$ cat src/rtl/eth_tx_mac.sv
// Ethernet TX framer: serialises 32-bit AXI-Stream frames into wire bytes with
// preamble/SFD, minimum-length padding, CRC-32 FCS and inter-frame gap.
module eth_tx_mac #(
    parameter int IFG_CYCLES     = 12,
    parameter int MIN_DATA_BYTES = 60
) (
    input  logic        aclk,
    input  logic        aresetn,
    input  logic [31:0] s_axis_tdata,
    input  logic        s_axis_tvalid,
    input  logic        s_axis_tlast,
    output logic        s_axis_tready,
    output logic [7:0]  m_axis_tdata,
    output logic        m_axis_tvalid,
    output logic        m_axis_tlast,
    input  logic        m_axis_tready,
    output logic        err_underrun
);

    localparam logic [2:0] S_IDLE     = 3'd0;
    localparam logic [2:0] S_PREAMBLE = 3'd1;
    localparam logic [2:0] S_SFD      = 3'd2;
    localparam logic [2:0] S_DATA     = 3'd3;
    localparam logic [2:0] S_PAD      = 3'd4;
    localparam logic [2:0] S_FCS      = 3'd5;
    localparam logic [2:0] S_IFG      = 3'd6;

    localparam logic [7:0]  PREAMBLE_BYTE = 8'h55;
    localparam logic [7:0]  SFD_BYTE      = 8'hD5;
    localparam logic [31:0] CRC_POLY      = 32'hEDB88320;
    localparam logic [10:0] MIN_CNT       = 11'(MIN_DATA_BYTES);
    // The IDLE cycle that accepts the next word is the last gap cycle, so IFG itself is one shorter.
    localparam logic [7:0]  IFG_LAST      = 8'(IFG_CYCLES - 2);

    logic [2:0]  state;
    logic [31:0] word_buf;
    logic        last_word;
    logic [1:0]  byte_sel;
    logic [10:0] byte_cnt;
    logic [31:0] crc;
    logic [2:0]  pre_cnt;
    logic [7:0]  ifg_cnt;
    logic        starved;

    logic        m_fire;
    logic        s_fire;
    logic [31:0] crc_next;
    logic [10:0] byte_cnt_inc;

    function automatic logic [31:0] crc_byte(input logic [31:0] c, input logic [7:0] d);
        logic [31:0] r;
        r = c ^ {24'd0, d};
        for (int i = 0; i < 8; i++)
            r = r[0] ? ((r >> 1) ^ CRC_POLY) : (r >> 1);
        return r;
    endfunction

    function automatic logic [7:0] byte_of(input logic [31:0] w, input logic [1:0] sel);
        return w[{sel, 3'b000} +: 8];
    endfunction

    assign m_fire       = m_axis_tvalid & m_axis_tready;
    assign crc_next     = crc_byte(crc, m_axis_tdata);
    assign byte_cnt_inc = (byte_cnt == 11'h7FF) ? byte_cnt : byte_cnt + 11'd1;
    assign s_fire       = s_axis_tvalid & s_axis_tready;

    // Mid-frame words are pulled in the same cycle byte 3 of the current word leaves.
    always_comb begin
        s_axis_tready = 1'b0;
        if (aresetn) begin
            case (state)
                S_IDLE:  s_axis_tready = 1'b1;
                S_DATA:  s_axis_tready = starved |
                                         ((byte_sel == 2'd3) & m_axis_tready & !last_word);
                default: s_axis_tready = 1'b0;
            endcase
        end
    end

    always_ff @(posedge aclk) begin
        if (!aresetn) begin
            state         <= S_IDLE;
            word_buf      <= '0;
            last_word     <= 1'b0;
            byte_sel      <= '0;
            byte_cnt      <= '0;
            crc           <= '1;
            pre_cnt       <= '0;
            ifg_cnt       <= '0;
            starved       <= 1'b0;
            m_axis_tdata  <= '0;
            m_axis_tvalid <= 1'b0;
            m_axis_tlast  <= 1'b0;
            err_underrun  <= 1'b0;
        end else begin
            err_underrun <= 1'b0;
            case (state)
                S_IDLE: begin
                    if (s_fire) begin
                        word_buf      <= s_axis_tdata;
                        last_word     <= s_axis_tlast;
                        byte_sel      <= '0;
                        byte_cnt      <= '0;
                        crc           <= 32'hFFFF_FFFF;
                        pre_cnt       <= '0;
                        m_axis_tdata  <= PREAMBLE_BYTE;
                        m_axis_tvalid <= 1'b1;
                        state         <= S_PREAMBLE;
                    end
                end
                S_PREAMBLE: begin
                    if (m_fire) begin
                        if (pre_cnt == 3'd6) begin
                            m_axis_tdata <= SFD_BYTE;
                            state        <= S_SFD;
                        end else begin
                            pre_cnt <= pre_cnt + 3'd1;
                        end
                    end
                end
                S_SFD: begin
                    if (m_fire) begin
                        m_axis_tdata <= byte_of(word_buf, 2'd0);
                        byte_sel     <= '0;
                        state        <= S_DATA;
                    end
                end
                S_DATA: begin
                    if (starved) begin
                        if (s_fire) begin
                            word_buf      <= s_axis_tdata;
                            last_word     <= s_axis_tlast;
                            byte_sel      <= '0;
                            m_axis_tdata  <= s_axis_tdata[7:0];
                            m_axis_tvalid <= 1'b1;
                            starved       <= 1'b0;
                        end
                    end else if (m_fire) begin
                        crc      <= crc_next;
                        byte_cnt <= byte_cnt_inc;
                        if (byte_sel != 2'd3) begin
                            byte_sel     <= byte_sel + 2'd1;
                            m_axis_tdata <= byte_of(word_buf, byte_sel + 2'd1);
                        end else if (!last_word) begin
                            if (s_axis_tvalid) begin
                                word_buf     <= s_axis_tdata;
                                last_word    <= s_axis_tlast;
                                byte_sel     <= '0;
                                m_axis_tdata <= s_axis_tdata[7:0];
                            end else begin
                                m_axis_tvalid <= 1'b0;
                                err_underrun  <= 1'b1;
                                starved       <= 1'b1;
                            end
                        end else if (byte_cnt_inc < MIN_CNT) begin
                            m_axis_tdata <= 8'h00;
                            state        <= S_PAD;
                        end else begin
                            m_axis_tdata <= ~crc_next[7:0];
                            byte_sel     <= '0;
                            state        <= S_FCS;
                        end
                    end
                end
                S_PAD: begin
                    if (m_fire) begin
                        crc      <= crc_next;
                        byte_cnt <= byte_cnt_inc;
                        if (byte_cnt_inc >= MIN_CNT) begin
                            m_axis_tdata <= ~crc_next[7:0];
                            byte_sel     <= '0;
                            state        <= S_FCS;
                        end
                    end
                end
                S_FCS: begin
                    if (m_fire) begin
                        if (byte_sel == 2'd3) begin
                            m_axis_tvalid <= 1'b0;
                            m_axis_tlast  <= 1'b0;
                            ifg_cnt       <= '0;
                            state         <= S_IFG;
                        end else begin
                            byte_sel     <= byte_sel + 2'd1;
                            m_axis_tdata <= ~byte_of(crc, byte_sel + 2'd1);
                            m_axis_tlast <= (byte_sel == 2'd2);
                        end
                    end
                end
                S_IFG: begin
                    if (ifg_cnt >= IFG_LAST)
                        state <= S_IDLE;
                    else
                        ifg_cnt <= ifg_cnt + 8'd1;
                end
                default: state <= S_IDLE;
            endcase
        end
    end

endmodule

$ cat config.mk
export PLATFORM = sky130hd
export DESIGN_NAME = eth_tx_mac
export DESIGN_NICKNAME = d
export VERILOG_FILES = /design/src/rtl/eth_tx_mac.sv
export SDC_FILE = /design/constraint.sdc
export NUM_CORES = 1
export LEC_CHECK = 0
export CAP_MARGIN = 0
export CORE_MARGIN = 2
export CORE_UTILIZATION = 48
export CTS_CLUSTER_DIAMETER = 30
export DETAILED_ROUTE_END_ITERATION = 12
export PLACE_DENSITY = 0.68
export SKIP_LAST_GASP = 1
export SLEW_MARGIN = 30
export SYNTH_ARGS = -nofsm -noshare
export SYNTH_HDL_FRONTEND = slang
export SYNTH_SLANG_ARGS = --single-unit
$ cat constraint.sdc
create_clock -name aclk -period 3.9 [get_ports aclk]
set_clock_uncertainty 0.05 [all_clocks]
set_input_delay 0.39 -clock aclk [delete_from_list [all_inputs] [get_ports aclk]]
set_output_delay 0.39 -clock aclk [all_outputs]
set_load 0.005 [all_outputs]
### Word-level counts from Yosys, hierarchy flattened

Cells that the tools add are included.

| storage, ports and cells | value |
|---|---|
| bits in read-only memories | 0 |
| memories kept | 0 |
| bits in writable memories | 0 |
| latch bits | 0 |
| register bits | 104 |

| cells by class | value |
|---|---|
| reductions and logical operators | 20 |
| multiply operators | 0 |
| order comparisons | 3 |
| divide/modulo/power cells | 0 |
| shift operators | 2 |
| mux-type cells | 101 |
| equality and inequality tests | 35 |
| bitwise gates (word level) | 18 |
| add/sub/neg operators | 4 |

Operators with widths:

| cell | number |
|---|---|
| 32-bit two-way mux | 17 |
| 8-bit two-way mux | 18 |
| 13-bit inverter with 14-bit output | 8 |
| 32-bit one-hot mux with 3 select lines | 1 |
| 32-bit one-hot mux with 2 select lines | 1 |
| 32-bit by 6-bit variable part select with 8-bit output | 2 |
| 3-bit two-way mux | 16 |
| 8-bit one-hot mux with 6 select lines | 1 |
| 11-bit two-way mux | 4 |
| 2-bit inequality test (second input constant) | 17 |
| 11-bit one-hot mux with 3 select lines | 1 |
| 32-bit by 8-bit XOR with 32-bit output | 1 |
| 2-bit two-way mux | 12 |
| 1-bit two-way mux | 23 |
| 3-bit one-hot mux with 7 select lines | 1 |
| 3-bit inequality test (second input constant) | 6 |
| 8-bit inverter | 2 |
| 8-bit one-hot mux with 2 select lines | 1 |
| 13-bit AND reduction | 1 |
| 3-bit == test (second input constant) | 4 |
| 12-bit AND reduction | 1 |
| 11-bit by 1-bit adder with 11-bit output (second input constant) | 1 |
| 11-bit == test (second input constant) | 1 |
| 11-bit by 6-bit greater-or-equal comparator with 1-bit output (second input constant) | 1 |
| other kinds (29) | 42 |

### Logic depth before layout (Yosys ltp)

| logic depth | value |
|---|---|
| depth after elaboration | 24 |
| gate-level depth with buffers | 12 |
| gate-level depth less buffers | 8 |

### Least setup slack after synthesis

OpenSTA, ideal clock, no wires.

| path | value |
|---|---|
| path type | register to register |
| start point | register byte_sel[0] |
| end point | register m_axis_tdata[3] |
| path slack | 0.842 ns |
| data arrival time | 2.891 ns |
| cell stages (with the launch flop) | 11 |
| period minus slack after synthesis | 3.058 ns |
| path through | dfxtp_1 > buf_2 > buf_1 > inv_1 > ha_1 > buf_2 > mux4_1 > o21ai_0 > o22ai_1 > or3_1 > a22o_1 |

| on the way | value |
|---|---|
| longest elaborated chain between the ends | 9 |
| elaborated cells between the ends (all ways) | 23 |
| those cells by class | 1 x add/sub; 6 x eq/ne; 2 x shift; 8 x mux; 5 x bitwise; 1 x reduce/logical |

Ends and longest elaborated chain:

| what | RTL line | source |
|---|---|---|
| start: declaration | 38 | `logic [1:0] byte_sel;` |
| start signal: assignment | 142 | `byte_sel <= byte_sel + 2'd1;` |
| start signal: assignment | 184 | `byte_sel <= byte_sel + 2'd1;` |
| parallel branches: the longest is 9 deep, another holds 2-bit by 1-bit adder with 2-bit output | n/a |  |
| end signal: assignment | 123 | `m_axis_tdata <= byte_of(word_buf, 2'd0);` |
| end signal: assignment | 134 | `m_axis_tdata <= s_axis_tdata[7:0];` |
| end signal: assignment | 143 | `m_axis_tdata <= byte_of(word_buf, byte_sel + 2'd1);` |
| end: declaration | 13 | `output logic [7:0] m_axis_tdata,` |

Several ways; the timed one is not identified. The select of a mux whose other input is x is not followed.
A chain may end at the register's enable or synchronous reset.

### Worst setup path after layout

| path | value |
|---|---|
| start point | register state[0] |
| end point | register word_buf[27] |

| on the way | value |
|---|---|
| longest elaborated chain between the ends | 7 |
| elaborated cells between the ends (all ways) | 14 |
| those cells by class | 5 x eq/ne; 5 x mux; 1 x bitwise; 3 x reduce/logical |

Ends and longest elaborated chain:

| what | RTL line | source |
|---|---|---|
| start: declaration | 35 | `logic [2:0] state;` |
| start signal: assignment | 82 | `state <= S_IDLE;` |
| start signal: assignment | 108 | `state <= S_PREAMBLE;` |
| start signal: assignment | 115 | `state <= S_SFD;` |
| 3-bit by 2-bit == test with 1-bit output or 3-bit zero test (tied branches) | 71, 97 |  |
| 1-bit one-hot mux with 2 select lines | 71 | `case (state)` |
| 1-bit two-way mux | 70 | `if (aresetn) begin` |
| 1-bit bitwise AND | 65 | `assign s_fire = s_axis_tvalid & s_axis_tready;` |
| 32-bit two-way mux (2 in a row) | n/a |  |
| 32-bit one-hot mux with 2 select lines | 97 | `case (state)` |
| end signal: assignment | 100 | `word_buf <= s_axis_tdata;` |
| end signal: assignment | 131 | `word_buf <= s_axis_tdata;` |
| end signal: assignment | 146 | `word_buf <= s_axis_tdata;` |
| end: declaration | 36 | `logic [31:0] word_buf;` |

Parallel ways exist; a longest one is shown, timed or not.

==> run summary <==
Slowest cell delay on critical path -> 730 ps
Synth Register Bits -> 104
Distinct cells, synth -> 74
Top sig layer -> met4
Vias in the first global route -> 4952
Fin crit share -> 0.823
Number of buffers added for setup after CTS -> 0
Row cnt -> 40
Max-Cap Viols -> 0
Vias per cell -> 5.99
Utilization after layout -> 0.568
IO Port Bufs -> 48
Clk pwr share -> 0.351
FMAX -> 0.312 GHz
Cell Int Power -> 1850 uW
R2r endpoint -> word_buf[27]
Core ar. -> 12100 um2
Post-Route Setup TNS -> 0 ps
Worst path slowest cell -> dfxtp_1
Synth Flop Type -> dfxtp_1
Hold_buf cts -> 0
Worst r2r path cells -> 8
Clk Latency, worst-skew pair -> 360 ps
Mapped Area -> 6010 um2
CP endpoint -> word_buf[27]
Sequential power share -> 0.443
GP Congestion -> 0.914
H-tree depth -> 3
Wire length per cell -> 17.6 um
Hold Vio Cnt, Final -> 0
DIE WIDTH -> 116 um
Die height -> 116 um
Slew Viols, Final -> 0
Most frequent cells in the layout -> dfxtp_1 (104), nand2_1 (67), xnor2_1 (59), clkdlybuf4s50_1 (47), nor2_1 (43)
Final net count -> 739
Setup ws final -> 692 ps
Deepest clock path buffer count -> 2
Status -> finished, final reports clean
Remaining antenna violation count -> 0
Startpoint type of the worst setup path -> register
Ys Warns -> 0
CTS tree -> done
Worst reg2reg path startpoint -> state[0]
CP Cell Sequence -> and4b_1, a311o_1, nand4_1, nand2b_1, a211oi_4, buf_4, mux2i_1, nor2b_1
Post-Route WL -> 15.3 mm
FF+latch area -> 2080 um2
Sw Pwr -> 739 uW
Met1 Wirelength -> 6.79 mm
Post-synth EDFFs -> 0
Cell count after synthesis -> 665
DR DRC count -> 0
PostCTS Resize Cnt -> 0
Hold WS -> 431 ps
Max FO, Critical Path -> 32
Commonest non-fill, non-tap cell in the layout -> dfxtp_1
DRT Pass-1 Iters -> 5
Worst Hold Class -> register to register
Fill cells -> 1127
Ant. Diodes -> 0
Share of post-route cells with drive strength above 1 -> 0.0886
First-pass GRT wire length -> 25.3 mm
Wire length on met3 -> 927 um
Top Ports -> 49
Met2 WL -> 7.15 mm
Place WS -> 836 ps
Tot GR Track Use -> 0.241
Effective utilization at floorplan -> 0.496
Worst vdd ir -> 284 uV
Slew @ Worst Pin -> 869 ps
CP arrival -> 3400 ps
PD cells -> 376 nW/um2
Syn nets -> 709
Root buffer cell -> clkbuf_16
RSZ-0062 raised after global routing -> no
Combinational share of power -> 0.206
Sequential share of the synthesized area -> 0.347
Clk sink count -> 104
Required @ worst endpoint -> 4100 ps
Sw Share -> 0.285
Global route total overflow -> 0
Number of vias after detailed routing -> 5198
Setup crit start -> state[0]
Finish-stage setup viols -> 0
Final min period -> 3210 ps
Kind of critical path -> register to register
Mean post-synth cell area -> 9.03 um2
Initial antenna violation count -> 0
Slew HR -> 0.420
Reg clk slew, reported paths -> 70 ps
Worst setup EP type -> register
Lkg Pwr -> 0.00240 uW
Async SR Flop Fraction -> 0
Pin count of the biggest net entering global routing -> 94
Detailed Place HPWL -> 10.8 mm
Area growth, synth to finish -> 14.5%
Iter 0 DRT Violations -> 401
Multi-input logic area -> 3700 um2
CTS Buf Count -> 9
Reg2reg setup slack -> 690 ps
Die footprint -> 13400 um2
==> synth_stat cells (4+ instances only) <==
| master | count | share of area |
|---|---|---|
| a211oi_1 | 6 | 0.0075 |
| a21boi_0 | 8 | 0.010 |
| a21oi_1 | 20 | 0.017 |
| a22o_1 | 4 | 0.0058 |
| a22oi_1 | 4 | 0.0050 |
| a31oi_1 | 9 | 0.0094 |
| and3_1 | 6 | 0.0062 |
| buf_2 | 5 | 0.0042 |
| clkbuf_1 | 25 | 0.016 |
| dfxtp_1 | 104 | 0.35 |
| ha_1 | 7 | 0.015 |
| inv_1 | 6 | 0.0037 |
| mux2i_1 | 32 | 0.053 |
| mux4_2 | 14 | 0.052 |
| nand2_1 | 67 | 0.042 |
| nand2b_1 | 6 | 0.0062 |
| nand3_1 | 15 | 0.012 |
| nand4_1 | 6 | 0.0062 |
| nor2_1 | 43 | 0.027 |
| nor2b_1 | 36 | 0.037 |
| nor3_1 | 14 | 0.012 |
| o211a_1 | 5 | 0.0083 |
| o211ai_1 | 10 | 0.012 |
| o21ai_0 | 38 | 0.032 |
| o22ai_1 | 27 | 0.028 |
| or3_1 | 5 | 0.0052 |
| xnor2_1 | 59 | 0.086 |
| xor2_1 | 17 | 0.025 |
==> layer usage <==
metal | track usage | vias to the layer above
met2 | 0.396 | 197
met4 | 0.0881 | 0
met1 | 0.311 | 2501
li1 | - | 2466
met3 | 0.0549 | 34
met5 | 0 | -
==> flip-flops by register name, summed over array words and instances, names as in the netlist <==
| register | count |
|---|---|
| m_axis_tlast | 1 |
| starved | 1 |
| err_underrun | 1 |
| crc | 32 |
| m_axis_tdata | 8 |
| word_buf | 32 |
| byte_sel | 2 |
| m_axis_tvalid | 1 |
| last_word | 1 |
| state | 3 |
| pre_cnt | 3 |
| ifg_cnt | 8 |
| byte_cnt | 11 |
==> area by class of cell <==
| class | instances | share of cell area |
|---|---|---|
| clock buffer | 12 | 0.0388 |
| sequential | 104 | 0.303 |
| multi-input combinational | 515 | 0.539 |
| inverter | 6 | 0.00328 |
| tap | 168 | 0.0306 |
| clock inverter | 4 | 0.00491 |
| timing repair buffer | 59 | 0.0811 |
==> worst min-delay path by stage <==
stage	end	startpoint	depth (start not counted)	slack, ps
6_report	ifg_cnt[7]	ifg_cnt[7]	2	430
2_1_floorplan	ifg_cnt[7]	ifg_cnt[7]	2	390
3_5_place_dp	ifg_cnt[7]	ifg_cnt[7]	2	420
5_1_grt	ifg_cnt[4]	ifg_cnt[4]	1	470
4_1_cts	ifg_cnt[7]	ifg_cnt[7]	2	440
3_3_place_gp	ifg_cnt[7]	ifg_cnt[7]	2	410
==> kinds of logic (layout without fill, tap and decap cells) <==
group,Yosys count,after routing,share of synthesized area
AO/OA/AOI/OAI,160,160,0.182
XOR/XNOR,78,78,0.118
adder cells (fa/ha/maj),7,7,0.0146
buffers and inverters,46,81,0.0371
flip-flops,104,104,0.347
multiplexers,48,48,0.114
AND/OR/NAND/NOR,222,222,0.187
==> through the flow <==
step | area [um2] | cells | total power (uW)
floorplan | 6010 | 665 | 1550
global placement | 6580 | 852 | 1680
detailed placement | 6580 | 852 | 1690
CTS | 6880 | 868 | 2610
global route | 6880 | 868 | 2700
finish | 6880 | 868 | 2590
==> critical path: cells and delay by family (launching register included) <==
family | cells | cell delay (ps)
flops | 1 | 730
mux | 1 | 260
compound gates | 2 | 440
simple gates | 4 | 1080
buf+inv | 1 | 490
==> power groups by stage <==
stage	registers (uW)	logic [uW]	clock network, uW
2_1_floorplan	1150	402	0
3_3_place_gp	1170	515	0
3_5_place_dp	1170	524	0
4_1_cts	1150	530	930
5_1_grt	1150	576	970
6_report	1150	533	909
No activity file was read; power rests on OpenSTA's default activity.
